File: src/rtl/bridge_status_arbiter.sv
// bridge_status_arbiter
// Serialises single-cycle register writes from the USB front-end and the
// bridge's flag-clear requests into one write port of the register block.
// Clear requests become pending bits on their falling edge, simultaneous
// clears merge into one read-modify-write of the status byte, and the
// modify step uses the last issued status write while the register block
// has not yet reflected it. One front-end write is buffered; a second
// strobe while it waits is dropped and flagged on overflow_o.
// Optional build macro: STATUS_ARB_STATS_EN adds stats_o with a saturating
// clear-write count [15:0] and a saturating front-end wait-cycle count [31:16].
module bridge_status_arbiter #(
   parameter int pADDR_WIDTH   = 21,
   parameter int pBYTECNT_SIZE = 2,
   parameter logic [pADDR_WIDTH-pBYTECNT_SIZE-1:0] pSTATUS_ADDR = 19'h0000A,
   parameter int pSTARVE_LIMIT = 4
) (
   input  logic                                 clk,
   input  logic                                 rst,
   input  logic [pADDR_WIDTH-pBYTECNT_SIZE-1:0] fe_reg_address,
   input  logic [7:0]                           fe_write_data,
   input  logic                                 fe_reg_write,
   input  logic                                 clr_addr_req_n,
   input  logic                                 clr_instr_req_n,
   input  logic [7:0]                           status_i,
   output logic [pADDR_WIDTH-pBYTECNT_SIZE-1:0] reg_address_o,
   output logic [7:0]                           write_data_o,
   output logic                                 reg_write_o,
   output logic                                 clr_addr_done_o,
   output logic                                 clr_instr_done_o,
   output logic                                 overflow_o
`ifdef STATUS_ARB_STATS_EN
   ,
   output logic [31:0]                          stats_o
`endif
);

   localparam int AW = pADDR_WIDTH - pBYTECNT_SIZE;
   localparam logic [3:0] STARVE_LIMIT = 4'(pSTARVE_LIMIT);

   logic          prev_addr_r;
   logic          prev_instr_r;
   logic          pend_addr_r;
   logic          pend_instr_r;
   logic          fe_valid_r;
   logic [AW-1:0] fe_addr_r;
   logic [7:0]    fe_data_r;
   logic [3:0]    starve_cnt_r;

   logic          addr_fall_s;
   logic          instr_fall_s;
   logic          fe_grant_s;
   logic          clr_grant_s;
   logic [7:0]    eff_status_s;
   logic [7:0]    clr_mask_s;
   logic [7:0]    clr_data_s;

   // Edge detection, grant selection and clear-write data.
   always_comb begin
      addr_fall_s  = prev_addr_r & ~clr_addr_req_n;
      instr_fall_s = prev_instr_r & ~clr_instr_req_n;

      fe_grant_s  = 1'b0;
      clr_grant_s = 1'b0;
      if (fe_valid_r && (starve_cnt_r == STARVE_LIMIT)) begin
         fe_grant_s = 1'b1;
      end else if (pend_addr_r || pend_instr_r) begin
         clr_grant_s = 1'b1;
      end else if (fe_valid_r) begin
         fe_grant_s = 1'b1;
      end else begin
         fe_grant_s  = 1'b0;
         clr_grant_s = 1'b0;
      end

      // The register block shows a write one cycle late; use our own copy.
      if (reg_write_o && (reg_address_o == pSTATUS_ADDR)) begin
         eff_status_s = write_data_o;
      end else begin
         eff_status_s = status_i;
      end

      clr_mask_s = {5'b00000, pend_addr_r, pend_instr_r, 1'b0};
      clr_data_s = eff_status_s & ~clr_mask_s;
   end

   // Previous request levels and pending clear bits (merge and re-arm).
   always_ff @(posedge clk or posedge rst) begin
      if (rst) begin
         prev_addr_r  <= 1'b1;
         prev_instr_r <= 1'b1;
         pend_addr_r  <= 1'b0;
         pend_instr_r <= 1'b0;
      end else begin
         prev_addr_r  <= clr_addr_req_n;
         prev_instr_r <= clr_instr_req_n;
         pend_addr_r  <= (pend_addr_r & ~clr_grant_s) | addr_fall_s;
         pend_instr_r <= (pend_instr_r & ~clr_grant_s) | instr_fall_s;
      end
   end

   // One-entry front-end buffer with sticky drop detection.
   always_ff @(posedge clk or posedge rst) begin
      if (rst) begin
         fe_valid_r <= 1'b0;
         fe_addr_r  <= '0;
         fe_data_r  <= 8'h00;
         overflow_o <= 1'b0;
      end else begin
         if (fe_reg_write && (!fe_valid_r || fe_grant_s)) begin
            fe_valid_r <= 1'b1;
            fe_addr_r  <= fe_reg_address;
            fe_data_r  <= fe_write_data;
         end else if (fe_grant_s) begin
            fe_valid_r <= 1'b0;
         end else begin
            fe_valid_r <= fe_valid_r;
         end
         if (fe_reg_write && fe_valid_r && !fe_grant_s) begin
            overflow_o <= 1'b1;
         end
      end
   end

   // Count clear grants taken while a front-end write is waiting.
   always_ff @(posedge clk or posedge rst) begin
      if (rst) begin
         starve_cnt_r <= 4'd0;
      end else if (!fe_valid_r || fe_grant_s) begin
         starve_cnt_r <= 4'd0;
      end else if (clr_grant_s) begin
         starve_cnt_r <= starve_cnt_r + 4'd1;
      end
   end

   // Registered write port and done pulses; address/data hold when idle.
   always_ff @(posedge clk or posedge rst) begin
      if (rst) begin
         reg_write_o      <= 1'b0;
         reg_address_o    <= '0;
         write_data_o     <= 8'h00;
         clr_addr_done_o  <= 1'b0;
         clr_instr_done_o <= 1'b0;
      end else begin
         reg_write_o      <= fe_grant_s | clr_grant_s;
         clr_addr_done_o  <= clr_grant_s & pend_addr_r;
         clr_instr_done_o <= clr_grant_s & pend_instr_r;
         if (fe_grant_s) begin
            reg_address_o <= fe_addr_r;
            write_data_o  <= fe_data_r;
         end else if (clr_grant_s) begin
            reg_address_o <= pSTATUS_ADDR;
            write_data_o  <= clr_data_s;
         end
      end
   end

`ifdef STATUS_ARB_STATS_EN
   // Saturating counters: clear writes issued, cycles a buffered write waited.
   always_ff @(posedge clk or posedge rst) begin
      if (rst) begin
         stats_o <= 32'h0000_0000;
      end else begin
         if (clr_grant_s && (stats_o[15:0] != 16'hFFFF)) begin
            stats_o[15:0] <= stats_o[15:0] + 16'd1;
         end
         if (fe_valid_r && !fe_grant_s && (stats_o[31:16] != 16'hFFFF)) begin
            stats_o[31:16] <= stats_o[31:16] + 16'd1;
         end
      end
   end
`endif

endmodule

File: config.mk
export PLATFORM = sky130hd
export DESIGN_NAME = bridge_status_arbiter
export DESIGN_NICKNAME = d
export VERILOG_FILES = /design/src/rtl/bridge_status_arbiter.sv
export SDC_FILE = /design/constraint.sdc
export NUM_CORES = 1
export LEC_CHECK = 0
export CORE_ASPECT_RATIO = 1.2
export CORE_UTILIZATION = 35
export DETAILED_ROUTE_END_ITERATION = 16
export PLACE_DENSITY = 0.67
export REMOVE_ABC_BUFFERS = 1
export SETUP_SLACK_MARGIN = 0.05
export SLEW_MARGIN = 10
export SYNTH_ARGS = -nofsm -noshare
export SYNTH_HDL_FRONTEND = slang
export SYNTH_SLANG_ARGS = --single-unit
File: constraint.sdc
create_clock -name clk -period 2.6 [get_ports clk]
set_input_delay 0.52 -clock clk [delete_from_list [all_inputs] [get_ports clk]]
set_output_delay 0.52 -clock clk [all_outputs]
set_load 0.1 [all_outputs]
# Word-level counts from Yosys, hierarchy flattened
# Cells that the tools add are included.
# word_totals
reg_bits,67
in_bits,40
output_inout_bits,31
word_cells,57
# classes
addsub,1
n_eq_ne,2
n_mux,14
n_bitwise,14
reduce_logical,12
# ops
op,n
$mux 19,2
$mux 8,3
$eq 19x4->1 const B,1
$and 8x8->8,1
$mux 4,2
$not 3->8,1
$mux 1,7
$and 1x1->1,6
$reduce_bool 2->1,3
$logic_and 1x1->1,5
$add 4x1->4 const B,1
$eq 4x3->1 const B,1
$not 1->1,3
$or 1x1->1,3
$logic_not 1->1,2
$logic_or 1x1->1,2

# Depth between registers and ports, before layout
# depth
word_depth,6
mapped_depth,7
ltp_nobuf,7

# Least setup slack after synthesis
# Ideal clock, no wire load.
# synth_timing
path_kind,register -> register
startpoint,reg reg_address_o[0]
endpoint,reg write_data_o[0]
setup_time_ns,0.126
arrival_ns,1.948
t_required_ns,2.474
setup_slack_ns,0.526
path_stages_with_launch,7
path_buffers,1
synth_period_minus_slack_ns,2.074
cell_sequence,dfrtp_1 nor4b_1 and4b_1 a211o_2 buf_2 o22ai_1 a21oi_1
# synth_via
elab_chain_len,6
# synth_lines
element,line_no,rtl
start: declaration,25,"output logic [pADDR_WIDTH-pBYTECNT_SIZE-1:0] reg_address_o,"
start signal: assignment,148,reg_address_o <= fe_addr_r;
start signal: assignment,151,reg_address_o <= pSTATUS_ADDR;
$eq 19x4->1,76,if (reg_write_o && (reg_address_o == pSTATUS_ADDR)) begin
$logic_and 1x1->1,76,
$mux 8,76,
$and 8x8->8,83,clr_data_s = eff_status_s & ~clr_mask_s;
$mux 8,150,end else if (clr_grant_s) begin
$mux 8,147,if (fe_grant_s) begin
end signal: assignment,149,write_data_o <= fe_data_r;
end signal: assignment,152,write_data_o <= clr_data_s;
end: declaration,26,"output logic [7:0] write_data_o,"
# Every way passes these cells. The select of a mux whose other input is x is not followed.
# A chain may end at the register's enable or synchronous reset.

# Worst setup path after layout
# layout_timing
startpoint,reg starve_cnt_r[0]
endpoint,reg fe_addr_r[18]
# layout_via
elab_chain_len,5
# layout_lines
element,line_no,rtl
start: declaration,47,logic [3:0] starve_cnt_r;
start signal: assignment,131,starve_cnt_r <= starve_cnt_r + 4'd1;
$eq 4x3->1,64,if (fe_valid_r && (starve_cnt_r == STARVE_LIMIT)) begin
$logic_and 1x1->1,64,
$mux 1,64,
$logic_or 1x1->1,109,if (fe_reg_write && (!fe_valid_r || fe_grant_s)) begin
$logic_and 1x1->1,109,
end signal: assignment,111,fe_addr_r <= fe_reg_address;
end: declaration,45,logic [AW-1:0] fe_addr_r;
# Every way passes these cells.

==> results.sh <==
export IMPL_run_status="finished clean"
export IMPL_vias_in_the_first_global_route=1734
export IMPL_die_h_um=96.9
export IMPL_clkSlewWorstSetupHoldPaths_ns=0.07
export IMPL_slew_headroom_pct=56.6
export IMPL_num_nets_final=309
export IMPL_cp_data_required_time_ns=2.81
export IMPL_static_leakage_power_nw=1.62
export IMPL_die_area_um2=7860
export IMPL_yosys_cell_types_count=36
export IMPL_drt_iter0_drc=76
export IMPL_yosys_warns=0
export IMPL_report_final_setup_viol=0
export IMPL_numClockSinks=67
export IMPL_power_density_cell_area_nw_per_um2=889
export IMPL_clock_skew_final_ns=0.00831
export IMPL_n_fill_cell=679
export IMPL_grt_first_pass_wirelength_mm=8.55
export IMPL_cts_post_setup_buffers_inserted=0
export IMPL_vdd_ir_drop_worst_mv=0.483
export IMPL_detail_route_wirelength_mm=5.28
export IMPL_routed_via_count=1745
export IMPL_drc_errors=0
export IMPL_crit_path_end_kind="flop"
export IMPL_worst_slew_pin_transition_ns=0.647
export IMPL_hold_buffers=0
export IMPL_placeableCoreArea_um2=7270
export IMPL_classification_of_the_worst_slack_hold_path="flop to flop"
export IMPL_number_of_nets_with_antenna_violations_after_detailed_routing=0
export IMPL_ctsLongestPathBuffers=2
export IMPL_start_util_pct=36.1
export IMPL_grt_overflow_total=0
export IMPL_drt_pass1_iterations=3
export IMPL_post_dp_hpwl_mm=3.70
export IMPL_postSynthAreaPerCell_um2=13.9
export IMPL_drive_above_1_share_pct=32.4
export IMPL_number_of_antenna_violations_at_the_first_check_in_global_routing=0
export IMPL_most_common_layout_cells="sky130_fd_sc_hd__dfrtp_1 (65), sky130_fd_sc_hd__clkdlybuf4s50_1 (39), sky130_fd_sc_hd__buf_4 (33)"
export IMPL_cts_htree_levels=3
export IMPL_syn_area_um2=2630
export IMPL_crit_arrival_ns=2.14
export IMPL_wl_per_cell_um=14.6
export IMPL_r2r_start="starve_cnt_r[0]"
export IMPL_worstPathMaxFanout=27
export IMPL_areaGrowthSynthToFinish_pct=36.5
export IMPL_startpoint="starve_cnt_r[0]"
export IMPL_synth_seq_cells=67
export IMPL_synth_cells=189
export IMPL_timing_reg2reg_setup_slack_ns=0.67
export IMPL_clock_latency_ns=0.33
export IMPL_track_usage_pct=14.8
export IMPL_globalplace_congestion=0.719
export IMPL_most_common_cell_after_layout_fill_and_taps_aside="sky130_fd_sc_hd__dfrtp_1"
export IMPL_hold_path_startpoint="overflow_o"
export IMPL_cts_buffers_inserted=9
export IMPL_max_cap_viols=0
export IMPL_design_portCount=71
export IMPL_drv_slew=0
export IMPL_unrepaired_setup_endpoints_after_global_routing="no"
export IMPL_design_power_total_mw=3.19
export IMPL_setup_worst_path_class="flop to flop"
export IMPL_antenna_diode_count=0
export IMPL_width_of_the_chip_um=81.1
export IMPL_placement_io_buffers=70
export IMPL_final_hold_violation_count=0
export IMPL_layout_min_cycle_time_ns=1.93
export IMPL_ys_seq_area_share_pct=63.9
export IMPL_setup_tns_final_ns=0
export IMPL_setup_worst_path_start_class="flop"
export IMPL_fmax_mhz=519
export IMPL_final_period_utilization_pct=74.1
export IMPL_viasPerCell=4.82
export IMPL_fp_rows=34
export IMPL_finalHoldWorstSlack_ns=0.463
export IMPL_cts_root_buffer="sky130_fd_sc_hd__clkbuf_8"
export IMPL_post_route_util_pct=49.3
export IMPL_cts_tree="done"
export IMPL_grt_start_max_net_pins=42
export IMPL_postCtsResizedCells=0
==> Yosys cell counts <==
cell                       number  area share, %
sky130_fd_sc_hd__a21oi_1        7            1.3
sky130_fd_sc_hd__mux2i_1        1           0.38
sky130_fd_sc_hd__dfrtp_1       65             62
sky130_fd_sc_hd__nand4b_1       1           0.33
sky130_fd_sc_hd__buf_2          2           0.38
sky130_fd_sc_hd__nor2_1        11            1.6
sky130_fd_sc_hd__xnor2_1        1           0.33
sky130_fd_sc_hd__o22ai_1        7            1.7
sky130_fd_sc_hd__and2_1         2           0.48
sky130_fd_sc_hd__mux2_2        28             12
sky130_fd_sc_hd__and3_1         1           0.24
sky130_fd_sc_hd__nand2_4        1           0.43
sky130_fd_sc_hd__ha_1           2           0.95
sky130_fd_sc_hd__o221ai_1       1           0.33
sky130_fd_sc_hd__nand3_1        1           0.19
sky130_fd_sc_hd__a21boi_0       1           0.29
sky130_fd_sc_hd__dfstp_2        2            2.0
sky130_fd_sc_hd__nand2_1        7            1.0
sky130_fd_sc_hd__nor3_2         1           0.38
sky130_fd_sc_hd__nor4b_1        2           0.67
sky130_fd_sc_hd__a21o_1         1           0.29
sky130_fd_sc_hd__o21ai_0        2           0.38
sky130_fd_sc_hd__a21oi_4        1           0.62
sky130_fd_sc_hd__o22a_2         2           0.76
sky130_fd_sc_hd__nand2b_1       1           0.24
sky130_fd_sc_hd__a31oi_1        1           0.24
sky130_fd_sc_hd__and4b_1        1           0.38
sky130_fd_sc_hd__buf_6          2           0.86
sky130_fd_sc_hd__clkbuf_1       2           0.29
sky130_fd_sc_hd__nor4_1         2           0.48
sky130_fd_sc_hd__inv_1          9            1.3
sky130_fd_sc_hd__and4b_4        1           0.52
sky130_fd_sc_hd__a22o_1        17            5.7
sky130_fd_sc_hd__a211o_2        1           0.38
sky130_fd_sc_hd__xor2_1         1           0.33
sky130_fd_sc_hd__nor2_4         1           0.43
==> critical path, cell delays in order, from the launching register on <==
cell,delay (ns)
sky130_fd_sc_hd__dfrtp_1,0.40
sky130_fd_sc_hd__inv_1,0.06
sky130_fd_sc_hd__ha_1,0.22
sky130_fd_sc_hd__a31oi_1,0.18
sky130_fd_sc_hd__nand2_1,0.20
sky130_fd_sc_hd__nand2_4,0.37
sky130_fd_sc_hd__mux2_2,0.38
==> state kept, by name, summed over array words and instances, names as in the netlist, 4 cells and up <==
register       cells
fe_data_r          8
reg_address_o     19
write_data_o       8
fe_addr_r         19
starve_cnt_r       4
==> per-layer routing <==
layer / global-route usage, % / part of all wire [%]
met3: 2.83 / 4.8
met1: 19.6 / 44
met2: 22.2 / 48
met5: 0 / 0
met4: 8.65 / 2.3
==> worst paths after layout <==
path,cells after the start,to
min reg2reg,1,overflow_o
min in group asynchronous,2,fe_addr_r[6]
min,1,overflow_o
max,6,fe_addr_r[18]
max in group asynchronous,3,prev_addr_r
max reg2reg,6,fe_addr_r[18]
==> power by group <==
part / leakage (nW) / switching [mW] / internal [mW] / total, mW
logic: 0.695 / 0.673 / 0.276 / 0.949
clock network: 0.113 / 0.371 / 0.591 / 0.962
registers: 0.810 / 0.0922 / 1.18 / 1.28
==> through the flow <==
stage / instances / setup WS (ns) / instance area [µm²]
after floorplan: 183 / 0.400 / 2590
after global placement: 346 / 0.734 / 3360
after detailed placement: 346 / 0.682 / 3360
after CTS: 362 / 0.668 / 3590
after global routing: 362 / 0.560 / 3590
final: 362 / 0.674 / 3590
==> cells by family (layout without fill, tap and decap cells) <==
kind of cell | after synthesis | in the layout | synth area share [%]
flops | 67 | 67 | 63.9
buf+inv | 15 | 98 | 2.81
simple gates | 33 | 33 | 7.33
compound gates | 41 | 41 | 12.0
fa+ha+maj | 2 | 2 | 0.952
xor+xnor | 2 | 2 | 0.667
mux | 29 | 29 | 12.4
==> final cells by class <==
type	count	area [µm²]	share of cell area [%]
Clock buffer	12	155	4.33
Tap cell	90	113	3.14
Timing Repair Buffer	73	658	18.4
Multi-Input combinational cell	107	875	24.4
Clock inverter	4	72.6	2.02
Inverter	9	33.8	0.942
Sequential cell	67	1680	46.8
(Power assumes the default switching activity.)
